$ cat src/rtl/fadd_stream_master_if.sv
// Handshake bundle between the float-adder stream master and its environment:
// upstream operand port, adder A/B/result channels, downstream result port and status.
interface fadd_stream_master_if #(
  parameter int DATA_W = 32,
  parameter int CNT_W  = 5
);
  logic              op_valid;
  logic              op_ready;
  logic [DATA_W-1:0] op_a;
  logic [DATA_W-1:0] op_b;

  logic              m_axis_a_tvalid;
  logic              m_axis_a_tready;
  logic [DATA_W-1:0] m_axis_a_tdata;
  logic              m_axis_b_tvalid;
  logic              m_axis_b_tready;
  logic [DATA_W-1:0] m_axis_b_tdata;

  logic              s_axis_result_tvalid;
  logic              s_axis_result_tready;
  logic [DATA_W-1:0] s_axis_result_tdata;

  logic              res_valid;
  logic              res_ready;
  logic [DATA_W-1:0] res_data;

  logic [CNT_W-1:0]  inflight;
  logic              err_unexpected;

  modport master (
    input  op_valid, op_a, op_b,
    output op_ready,
    output m_axis_a_tvalid, m_axis_a_tdata,
    input  m_axis_a_tready,
    output m_axis_b_tvalid, m_axis_b_tdata,
    input  m_axis_b_tready,
    input  s_axis_result_tvalid, s_axis_result_tdata,
    output s_axis_result_tready,
    output res_valid, res_data,
    input  res_ready,
    output inflight, err_unexpected
  );

  modport slave (
    output op_valid, op_a, op_b,
    input  op_ready,
    input  m_axis_a_tvalid, m_axis_a_tdata,
    output m_axis_a_tready,
    input  m_axis_b_tvalid, m_axis_b_tdata,
    output m_axis_b_tready,
    output s_axis_result_tvalid, s_axis_result_tdata,
    input  s_axis_result_tready,
    input  res_valid, res_data,
    output res_ready,
    input  inflight, err_unexpected
  );
endinterface

$ cat src/rtl/fadd_stream_master.sv
// Drives the A/B operand channels of an AXI-Stream float adder and buffers its results.
// Credits are reserved per operation so the adder result channel never sees back-pressure.
module fadd_stream_master #(
  parameter int DATA_W    = 32,
  parameter int RES_DEPTH = 16,
  parameter int CNT_W     = $clog2(RES_DEPTH) + 1
) (
  input logic                  aclk,
  input logic                  aresetn,
  fadd_stream_master_if.master bus
);
  localparam int               PTR_W = $clog2(RES_DEPTH);
  localparam logic [CNT_W-1:0] DEPTH = CNT_W'(RES_DEPTH);
  localparam logic [CNT_W-1:0] ONE   = CNT_W'(1);

  logic              a_pend;
  logic              b_pend;
  logic [DATA_W-1:0] a_data;
  logic [DATA_W-1:0] b_data;
  logic [CNT_W-1:0]  reserved;
  logic [CNT_W-1:0]  inflight_q;
  logic              err_q;
  logic [DATA_W-1:0] mem [RES_DEPTH];
  logic [CNT_W-1:0]  wr_ptr;
  logic [CNT_W-1:0]  rd_ptr;
  logic              out_valid;
  logic [DATA_W-1:0] out_data;

  logic op_ready_c;
  logic op_hs;
  logic a_hs;
  logic b_hs;
  logic accept_res;
  logic stray_res;
  logic res_hs;
  logic mem_empty;
  logic load_out;

  assign a_hs       = a_pend && bus.m_axis_a_tready;
  assign b_hs       = b_pend && bus.m_axis_b_tready;
  assign op_ready_c = aresetn && (!a_pend || bus.m_axis_a_tready)
                      && (!b_pend || bus.m_axis_b_tready) && (reserved < DEPTH);
  assign op_hs      = bus.op_valid && op_ready_c;
  assign accept_res = aresetn && bus.s_axis_result_tvalid && (inflight_q != '0);
  assign stray_res  = aresetn && bus.s_axis_result_tvalid && (inflight_q == '0);
  assign res_hs     = out_valid && bus.res_ready;
  assign mem_empty  = (wr_ptr == rd_ptr);
  // The output register refills whenever it is empty or being drained this cycle.
  assign load_out   = !mem_empty && (!out_valid || bus.res_ready);

  always_ff @(posedge aclk) begin
    if (!aresetn) begin
      a_pend <= 1'b0;
      b_pend <= 1'b0;
      a_data <= '0;
      b_data <= '0;
    end else begin
      if (op_hs) begin
        a_pend <= 1'b1;
        a_data <= bus.op_a;
      end else if (a_hs) begin
        a_pend <= 1'b0;
      end
      if (op_hs) begin
        b_pend <= 1'b1;
        b_data <= bus.op_b;
      end else if (b_hs) begin
        b_pend <= 1'b0;
      end
    end
  end

  always_ff @(posedge aclk) begin
    if (!aresetn) begin
      reserved   <= '0;
      inflight_q <= '0;
      err_q      <= 1'b0;
    end else begin
      case ({op_hs, res_hs})
        2'b10:   reserved <= reserved + ONE;
        2'b01:   reserved <= reserved - ONE;
        default: reserved <= reserved;
      endcase
      case ({op_hs, accept_res})
        2'b10:   inflight_q <= inflight_q + ONE;
        2'b01:   inflight_q <= inflight_q - ONE;
        default: inflight_q <= inflight_q;
      endcase
      if (stray_res) begin
        err_q <= 1'b1;
      end
    end
  end

  // Storage needs no reset: only pointer-qualified entries are ever read.
  always_ff @(posedge aclk) begin
    if (accept_res) begin
      mem[wr_ptr[PTR_W-1:0]] <= bus.s_axis_result_tdata;
    end
  end

  always_ff @(posedge aclk) begin
    if (!aresetn) begin
      wr_ptr    <= '0;
      rd_ptr    <= '0;
      out_valid <= 1'b0;
      out_data  <= '0;
    end else begin
      if (accept_res) begin
        wr_ptr <= wr_ptr + ONE;
      end
      if (load_out) begin
        out_valid <= 1'b1;
        out_data  <= mem[rd_ptr[PTR_W-1:0]];
        rd_ptr    <= rd_ptr + ONE;
      end else if (bus.res_ready) begin
        out_valid <= 1'b0;
      end
    end
  end

  assign bus.op_ready             = op_ready_c;
  assign bus.m_axis_a_tvalid      = a_pend;
  assign bus.m_axis_a_tdata       = a_data;
  assign bus.m_axis_b_tvalid      = b_pend;
  assign bus.m_axis_b_tdata       = b_data;
  assign bus.s_axis_result_tready = aresetn;
  assign bus.res_valid            = out_valid;
  assign bus.res_data             = out_data;
  assign bus.inflight             = inflight_q;
  assign bus.err_unexpected       = err_q;
endmodule

$ cat src/flat_wrapper.sv
// flat-port wrapper written by rule: the top's interface ports become plain ports
module fadd_stream_master_flat 
#(
  parameter int DATA_W    = 32,
  parameter int RES_DEPTH = 16,
  parameter int CNT_W     = $clog2(RES_DEPTH) + 1
)
  (aclk, aresetn, bus_op_valid, bus_op_a, bus_op_b, bus_op_ready, bus_m_axis_a_tvalid, bus_m_axis_a_tdata, bus_m_axis_a_tready, bus_m_axis_b_tvalid, bus_m_axis_b_tdata, bus_m_axis_b_tready, bus_s_axis_result_tvalid, bus_s_axis_result_tdata, bus_s_axis_result_tready, bus_res_valid, bus_res_data, bus_res_ready, bus_inflight, bus_err_unexpected);
  fadd_stream_master_if #(.DATA_W(DATA_W), .CNT_W(CNT_W)) bus_i ();
  input logic aclk;
  input logic aresetn;
  input wire logic [$bits(bus_i.op_valid)-1:0] bus_op_valid;
  input wire logic [$bits(bus_i.op_a)-1:0] bus_op_a;
  input wire logic [$bits(bus_i.op_b)-1:0] bus_op_b;
  output wire logic [$bits(bus_i.op_ready)-1:0] bus_op_ready;
  output wire logic [$bits(bus_i.m_axis_a_tvalid)-1:0] bus_m_axis_a_tvalid;
  output wire logic [$bits(bus_i.m_axis_a_tdata)-1:0] bus_m_axis_a_tdata;
  input wire logic [$bits(bus_i.m_axis_a_tready)-1:0] bus_m_axis_a_tready;
  output wire logic [$bits(bus_i.m_axis_b_tvalid)-1:0] bus_m_axis_b_tvalid;
  output wire logic [$bits(bus_i.m_axis_b_tdata)-1:0] bus_m_axis_b_tdata;
  input wire logic [$bits(bus_i.m_axis_b_tready)-1:0] bus_m_axis_b_tready;
  input wire logic [$bits(bus_i.s_axis_result_tvalid)-1:0] bus_s_axis_result_tvalid;
  input wire logic [$bits(bus_i.s_axis_result_tdata)-1:0] bus_s_axis_result_tdata;
  output wire logic [$bits(bus_i.s_axis_result_tready)-1:0] bus_s_axis_result_tready;
  output wire logic [$bits(bus_i.res_valid)-1:0] bus_res_valid;
  output wire logic [$bits(bus_i.res_data)-1:0] bus_res_data;
  input wire logic [$bits(bus_i.res_ready)-1:0] bus_res_ready;
  output wire logic [$bits(bus_i.inflight)-1:0] bus_inflight;
  output wire logic [$bits(bus_i.err_unexpected)-1:0] bus_err_unexpected;
  assign bus_i.op_valid = bus_op_valid;
  assign bus_i.op_a = bus_op_a;
  assign bus_i.op_b = bus_op_b;
  assign bus_op_ready = bus_i.op_ready;
  assign bus_m_axis_a_tvalid = bus_i.m_axis_a_tvalid;
  assign bus_m_axis_a_tdata = bus_i.m_axis_a_tdata;
  assign bus_i.m_axis_a_tready = bus_m_axis_a_tready;
  assign bus_m_axis_b_tvalid = bus_i.m_axis_b_tvalid;
  assign bus_m_axis_b_tdata = bus_i.m_axis_b_tdata;
  assign bus_i.m_axis_b_tready = bus_m_axis_b_tready;
  assign bus_i.s_axis_result_tvalid = bus_s_axis_result_tvalid;
  assign bus_i.s_axis_result_tdata = bus_s_axis_result_tdata;
  assign bus_s_axis_result_tready = bus_i.s_axis_result_tready;
  assign bus_res_valid = bus_i.res_valid;
  assign bus_res_data = bus_i.res_data;
  assign bus_i.res_ready = bus_res_ready;
  assign bus_inflight = bus_i.inflight;
  assign bus_err_unexpected = bus_i.err_unexpected;
  fadd_stream_master #(.DATA_W(DATA_W), .RES_DEPTH(RES_DEPTH), .CNT_W(CNT_W)) u_core (.aclk(aclk), .aresetn(aresetn), .bus(bus_i));
endmodule
$ cat config.mk
export PLATFORM = sky130hd
export DESIGN_NAME = fadd_stream_master_flat
export DESIGN_NICKNAME = d
export VERILOG_FILES = /design/src/rtl/fadd_stream_master_if.sv /design/src/rtl/fadd_stream_master.sv /design/src/flat_wrapper.sv
export SDC_FILE = /design/constraint.sdc
export NUM_CORES = 1
export LEC_CHECK = 0
export BUFFER_PORTS_ARGS = -buffer_cell sky130_fd_sc_hd__buf_4
export CORE_MARGIN = 10
export CORE_UTILIZATION = 40
export DETAILED_ROUTE_END_ITERATION = 12
export GPL_TIMING_DRIVEN = 0
export PLACE_DENSITY_LB_ADDON = 0.1
export SETUP_SLACK_MARGIN = 0.4
export SYNTH_ARGS = -nofsm -noshare
export SYNTH_HDL_FRONTEND = slang
export SYNTH_SLANG_ARGS = --single-unit
$ cat constraint.sdc
create_clock -name aclk -period 5 [get_ports aclk]
set_input_delay 0.75 -clock aclk [delete_from_list [all_inputs] [get_ports aclk]]
set_output_delay 0.75 -clock aclk [all_outputs]
set_load 0.01 [all_outputs]
Yosys cells after proc, flatten, opt, wreduce, memory -nomap -nowiden. Memories as Yosys holds them, arrays and structs flattened. A register that Yosys moved wholly into a read port is not among the register bits. Index checks and enable logic that the tools add are counted. Widths: inputs -> output; s select.

Register bits: 88. RAM bits: 512. Input bits: 103. Output and inout bits: 107. Word-level logic and storage cells: 59. Memories: 1.

Add/sub/neg operators: 6. Order comparisons: 1. Eq/ne operators: 5. Muxes and demuxes: 10. Reductions and logical operators: 26.

Memory list: u_core.mem (words 16, bits a word 32, rd ports 1, clocked after Yosys merged registers in 1, write ports 1, RTL line fadd_stream_master.sv:23) `logic [DATA_W-1:0] mem [RES_DEPTH];`.

Operators by type and width (count): $add 5x1->5 const B (4); $pmux 5 s2 (2); $logic_and 1x1->1 (11); $reduce_bool 2->1 (5); $sub 5x1->5 const B (2); $mux 1 (8); $eq 5x5->1 (1); $logic_not 1->1 (5); $logic_not 5->1 (1); $lt 5x5->1 const B (1); $reduce_bool 5->1 (1); $eq 2x1->1 const B (2); $eq 2x2->1 const B (2); $logic_or 1x1->1 (3).

Depth between registers and ports, before layout.
Depth after elaboration: 8. Mapped depth: 13. Gate-level depth less buffers: 12.

Worst setup path before layout. Ideal clock, no wire load.

Path kind: input to register. Start point: input port aresetn. End point: memory u_core.mem[3][0] (enable). Library setup time: 0.461 ns. Arrival: 3.494 ns. Data required time: 4.539 ns. Setup slack: 1.045 ns. Cell stages on the path: 4. Path buffers: 0. Cell sequence: nand2_1 a21oi_2 nand2_1 nor3_1.

Longest elaborated chain between the ends: 4.

Ends and longest elaborated chain: from (decl) (RTL line flat_wrapper.sv:11) `input logic aresetn;`; $logic_and 1x1->1 (2 in a row) (RTL line fadd_stream_master.sv:44) `assign accept_res = aresetn && bus.s_axis_result_tvalid && (inflight_q != '0);`; named net u_core.accept_res (RTL line fadd_stream_master.sv:33) `logic accept_res;`; $mux 1 (RTL line fadd_stream_master.sv:97) `if (accept_res) begin`; $mux 1 (not written as such) (RTL line fadd_stream_master.sv:98) `mem[wr_ptr[PTR_W-1:0]] <= bus.s_axis_result_tdata;`; to (decl) (RTL line fadd_stream_master.sv:23).

The timed path passes the listed nets, and every way through them passes these cells.

Final worst setup path.
Start point: input port aresetn. End point: register u_core.reserved[4].

Longest elaborated chain between the ends: 6. Elaborated cells between the ends (all ways): 8. Those cells by class: 2 x eq/ne; 1 x mux; 5 x reduce/logical.

Ends and longest elaborated chain: $logic_and 1x1->1 (RTL line fadd_stream_master.sv:41) `assign op_ready_c = aresetn && (!a_pend || bus.m_axis_a_tready)`; $logic_and 1x1->1 (2 in a row) (RTL line fadd_stream_master.sv:42) `&& (!b_pend || bus.m_axis_b_tready) && (reserved < DEPTH);`; $logic_and 1x1->1 (RTL line fadd_stream_master.sv:43) `assign op_hs = bus.op_valid && op_ready_c;`; $eq 2x1->1 / $eq 2x2->1 (equally long branches) (RTL line fadd_stream_master.sv:79) `case ({op_hs, res_hs})`; $pmux 5 s2 / $reduce_bool 2->1 (equally long branches); to (signal assigned) (RTL line fadd_stream_master.sv:80) `2'b10: reserved <= reserved + ONE;`; to (signal assigned) (RTL line fadd_stream_master.sv:81) `2'b01: reserved <= reserved - ONE;`; to (signal assigned) (RTL line fadd_stream_master.sv:82) `default: reserved <= reserved;`; to (decl) (RTL line fadd_stream_master.sv:20) `logic [CNT_W-1:0] reserved;`.

Parallel ways exist; a longest one is shown, timed or not. A chain may end at the register's enable or synchronous reset.

==> metrics.log <==
[metrics] outcome: finished, final reports clean
[metrics] proportion of layout cells with a drive suffix above 1: 0.2920
[metrics] aggregate global-route resource usage: 0.1807
[metrics] TritonCTS clock tree: yes
[metrics] clock-pin slew reported for the worst setup and hold paths after clock tree synthesis: around 0.060 ns
[metrics] vias in the first global route: approximately 14000
[metrics] drt via density: 5.291
[metrics] CP endpoint: u_core.reserved[4]
[metrics] Post-Synthesis Cells: around 1400
[metrics] library cells used by synthesis: 37
[metrics] latest clock arrival within the worst-skew pair: roughly 0.61 ns
[metrics] Chip Height: between 200 and 300 um
[metrics] H-tree depth: 3
[metrics] depth of the worst register-to-register path: 12
[metrics] first-pass iteration count of the detailed router: 5
[metrics] via count: roughly 14000
[metrics] most instantiated flip-flop cell in the synthesis netlist: edfxtp_1
[metrics] instance area after placement: 27470 um^2
[metrics] endpoint of the most critical register-to-register path: u_core.reserved[4]
[metrics] start point of the critical path: aresetn
[metrics] critical path depth in cells: 13
[metrics] data required time at the worst endpoint: between 5 and 6 ns
[metrics] number of filler cells placed in the layout: around 5100
[metrics] Top Family by Delay on Critical Path: compound AO/OA/AOI/OAI gates
[metrics] Ports: 210
[metrics] initial cell density of the core: 0.4035
[metrics] Layout Skew: ~0.018 ns
[metrics] number of buffers inserted during clock tree synthesis: 69
[metrics] diodes inserted: 0
[metrics] RSZ-0062 raised after global routing: no
[metrics] Avg Cell Area, Syn: 16.88 um^2
[metrics] most common library cell in the layout ignoring fill and taps: edfxtp_1
[metrics] area delta synth->final: 21.92%
[metrics] largest incremental delay on the critical path: roughly 0.4 ns
[metrics] final routed wire length divided by cell count: 24.71 um
[metrics] kind of capture point of the worst setup path: flop
[metrics] clock sink count: about 630
[metrics] floorplan die width: around 270 um
[metrics] max-slew violation total from the final report: 0
[metrics] total of cells resized after clock tree synthesis: 0
[metrics] Multi-input gate area: just over 6000 um^2
[metrics] antenna violations before repair: 1
[metrics] setup TNS: 0 ns
[metrics] HPWL after detailed placement: 42.20 mm
[metrics] end-of-flow core utilization: 0.4919
[metrics] reg-to-reg setup timing slack: around 1.9 ns
[metrics] Worst setup SP type: input pin
[metrics] commonest non-fill, non-tap cells in the layout: edfxtp_1 (512), buf_4 (218), nand2_1 (210), dfxtp_1 (120), mux4_2 (96)
[metrics] slew at the pin closest to its max-slew limit: 0.9708 ns
[metrics] Root Buffer Master: clkbuf_16
[metrics] final setup violating endpoints: 0
[metrics] maximum number of pins on one net before global-route repair: 24
[metrics] Max Cap Viol: 0
[metrics] IO Port Bufs: about 210
[metrics] Hold Path Class: input pin to flop
[metrics] fin area: 29690 um^2
[metrics] total standard cell area after synthesis: around 24000 um^2
[metrics] post-detailed-routing wire length: approximately 64 mm
[metrics] Async SR Flop Fraction: 0
[metrics] highest fanout seen on the critical path: 11
[metrics] detailed router's first-iteration violation count: between 900 and 1000
[metrics] sequential area share after synthesis: 0.7300
[metrics] highest achievable clock rate: around 0.32 GHz
[metrics] reg-to-reg critical path startpoint: u_core.reserved[4]
[metrics] maximum number of buffers from clock root to sink: 3
[metrics] remaining routing DRC violations: 0
[metrics] final standard cell count with taps included and fillers excluded: roughly 2600
[metrics] critical-path cell with the highest stage delay: clkbuf_1
[metrics] share of the clock period used by the worst path: 0.6279
[metrics] Hold Violations, Final: 0
[metrics] placed cell count: between 2000 and 2500
[metrics] Power Dens Cells: 434.9 nW/um^2
[metrics] synthesized flop and latch total: around 630
[metrics] count of synthesis-stage warnings from yosys: 0
[metrics] number of hold-repair buffers added at the cts stage: 0
[metrics] category of the most critical setup path: input pin to flop
[metrics] register area: between 15000 and 20000 um^2
[metrics] standard cell core area: between 60000 and 70000 um^2
[metrics] crit-path cells: buf_4 -> nand2b_1 -> and3b_1 -> and2_1 -> inv_2 -> clkbuf_1 -> ha_1 -> ha_1 -> nor2b_1 -> o21a_1 -> o21a_1 -> o311ai_0 -> o41ai_1
[metrics] die area: 71150 um^2
[metrics] static leakage: ~0.0098 uW
[metrics] count of nets left with antenna violations after detail routing: 0
[metrics] largest voltage drop on the vdd net: ~0.22 mV
[metrics] count of standard-cell rows: 90
[metrics] Final Net Count: ~1900
[metrics] weighted congestion at the end of routability-driven global placement: between 0.7 and 0.8
[metrics] Relative slew margins: 0.3512
[metrics] arrival time of data at the critical path endpoint: about 3.6 ns
[metrics] Remaining Overflow, GRT: 0
[metrics] global-route wire length before repair: 95.64 mm
[metrics] CP bufs+invs: 3
[metrics] final period demand of the worst path: ~3.1 ns
[metrics] syn_nets: about 1600
[metrics] Post CTS Setup Buffer Count: 0
[metrics] EDFF count, synth: roughly 510
-- power by group --
group          internal [uW]  switching, uW  total [uW]  leakage (uW)
Sequential              5880            139        6020       0.00558
Clock                   2980           2030        5010       0.00109
Combinational            767           1120        1890       0.00317
-- cells by family after synthesis --
family | after synthesis | share of synthesized area
AOI/OAI and AO/OA | 218 | 0.05965
xor gates and xnor gates | 16 | 0.005754
adders and majority gates | 15 | 0.008323
buffers and inverters | 101 | 0.01973
DFF | 632 | 0.7300
muxes | 197 | 0.1319
and+or+nand+nor | 264 | 0.04465
-- worst register-to-register path, delay by kind of cell, from the launching register on --
family,cells,cell delay [ns]
simple gates,4,0.64
compound gates,4,0.83
fa+ha+maj,2,0.69
flops,1,0.31
buf+inv,2,0.53
-- layer usage --
layer	vias to the layer above	global-route usage	wire [um]
met4	2	0.04929	1096
li1	6209	-	-
met5	-	0	11
met3	63	0.04417	4648
met2	454	0.2930	30240
met1	6975	0.2393	27990
-- through the flow --
step / setup WS, ns / power, uW / hold WS [ns]
floorplan: 1.045 / 7096 / 0.4575
global placement: -2.350 / 8016 / 0.4430
detailed placement: 1.190 / 8042 / 0.4534
CTS: 1.829 / 13080 / 0.3533
global route: 1.573 / 13450 / 0.3844
finish: 1.860 / 12910 / 0.3857
-- synthesized netlist by cell type (32+ instances only) --
library cell  count  area [um^2]
dfxtp_1         120         2402
mux4_2           96         2162
clkbuf_1         43        161.4
buf_2            36        180.2
a21boi_0         56        420.4
mux2i_1          69        690.7
a31oi_1          65        406.6
mux2_2           32        360.4
o211ai_1         32        240.2
nand2_1         210        788.3
o21ai_0          40        200.2
edfxtp_1        512        15370
-- worst min path at each step --
stage	start	end	slack, ns	cells after the start
floorplan	u_core.rd_ptr[4]	u_core.rd_ptr[4]	0.46	2
global placement	u_core.bus.m_axis_b_tdata[28]	u_core.bus.m_axis_b_tdata[28]	0.44	2
detailed placement	u_core.bus.m_axis_b_tdata[29]	u_core.bus.m_axis_b_tdata[29]	0.45	2
CTS	bus_op_b[24]	u_core.bus.m_axis_b_tdata[24]	0.35	3
global route	bus_op_b[25]	u_core.bus.m_axis_b_tdata[25]	0.38	3
finish	bus_op_b[24]	u_core.bus.m_axis_b_tdata[24]	0.39	3
-- final cells by class --
cell class                 instances  share of cell area
sequential                       632              0.5987
multi-input combinational        710              0.2090
timing repair buffer             237             0.06831
clock buffer                     100             0.06565
tap                              782             0.03295
buffer                            95             0.01542
clock inverter                    28            0.009186
inverter                           6           0.0007585
-- registers in the layout, summed over array words and instances (netlist names), 5 cells and up --
name,cells
u_core.reserved,5
u_core.bus.inflight,5
u_core.bus.m_axis_a_tdata,32
u_core.rd_ptr,5
u_core.wr_ptr,5
u_core.bus.res_data,32
u_core.mem,512
u_core.bus.m_axis_b_tdata,32
Note: power is estimated with default switching activity, not from simulation.
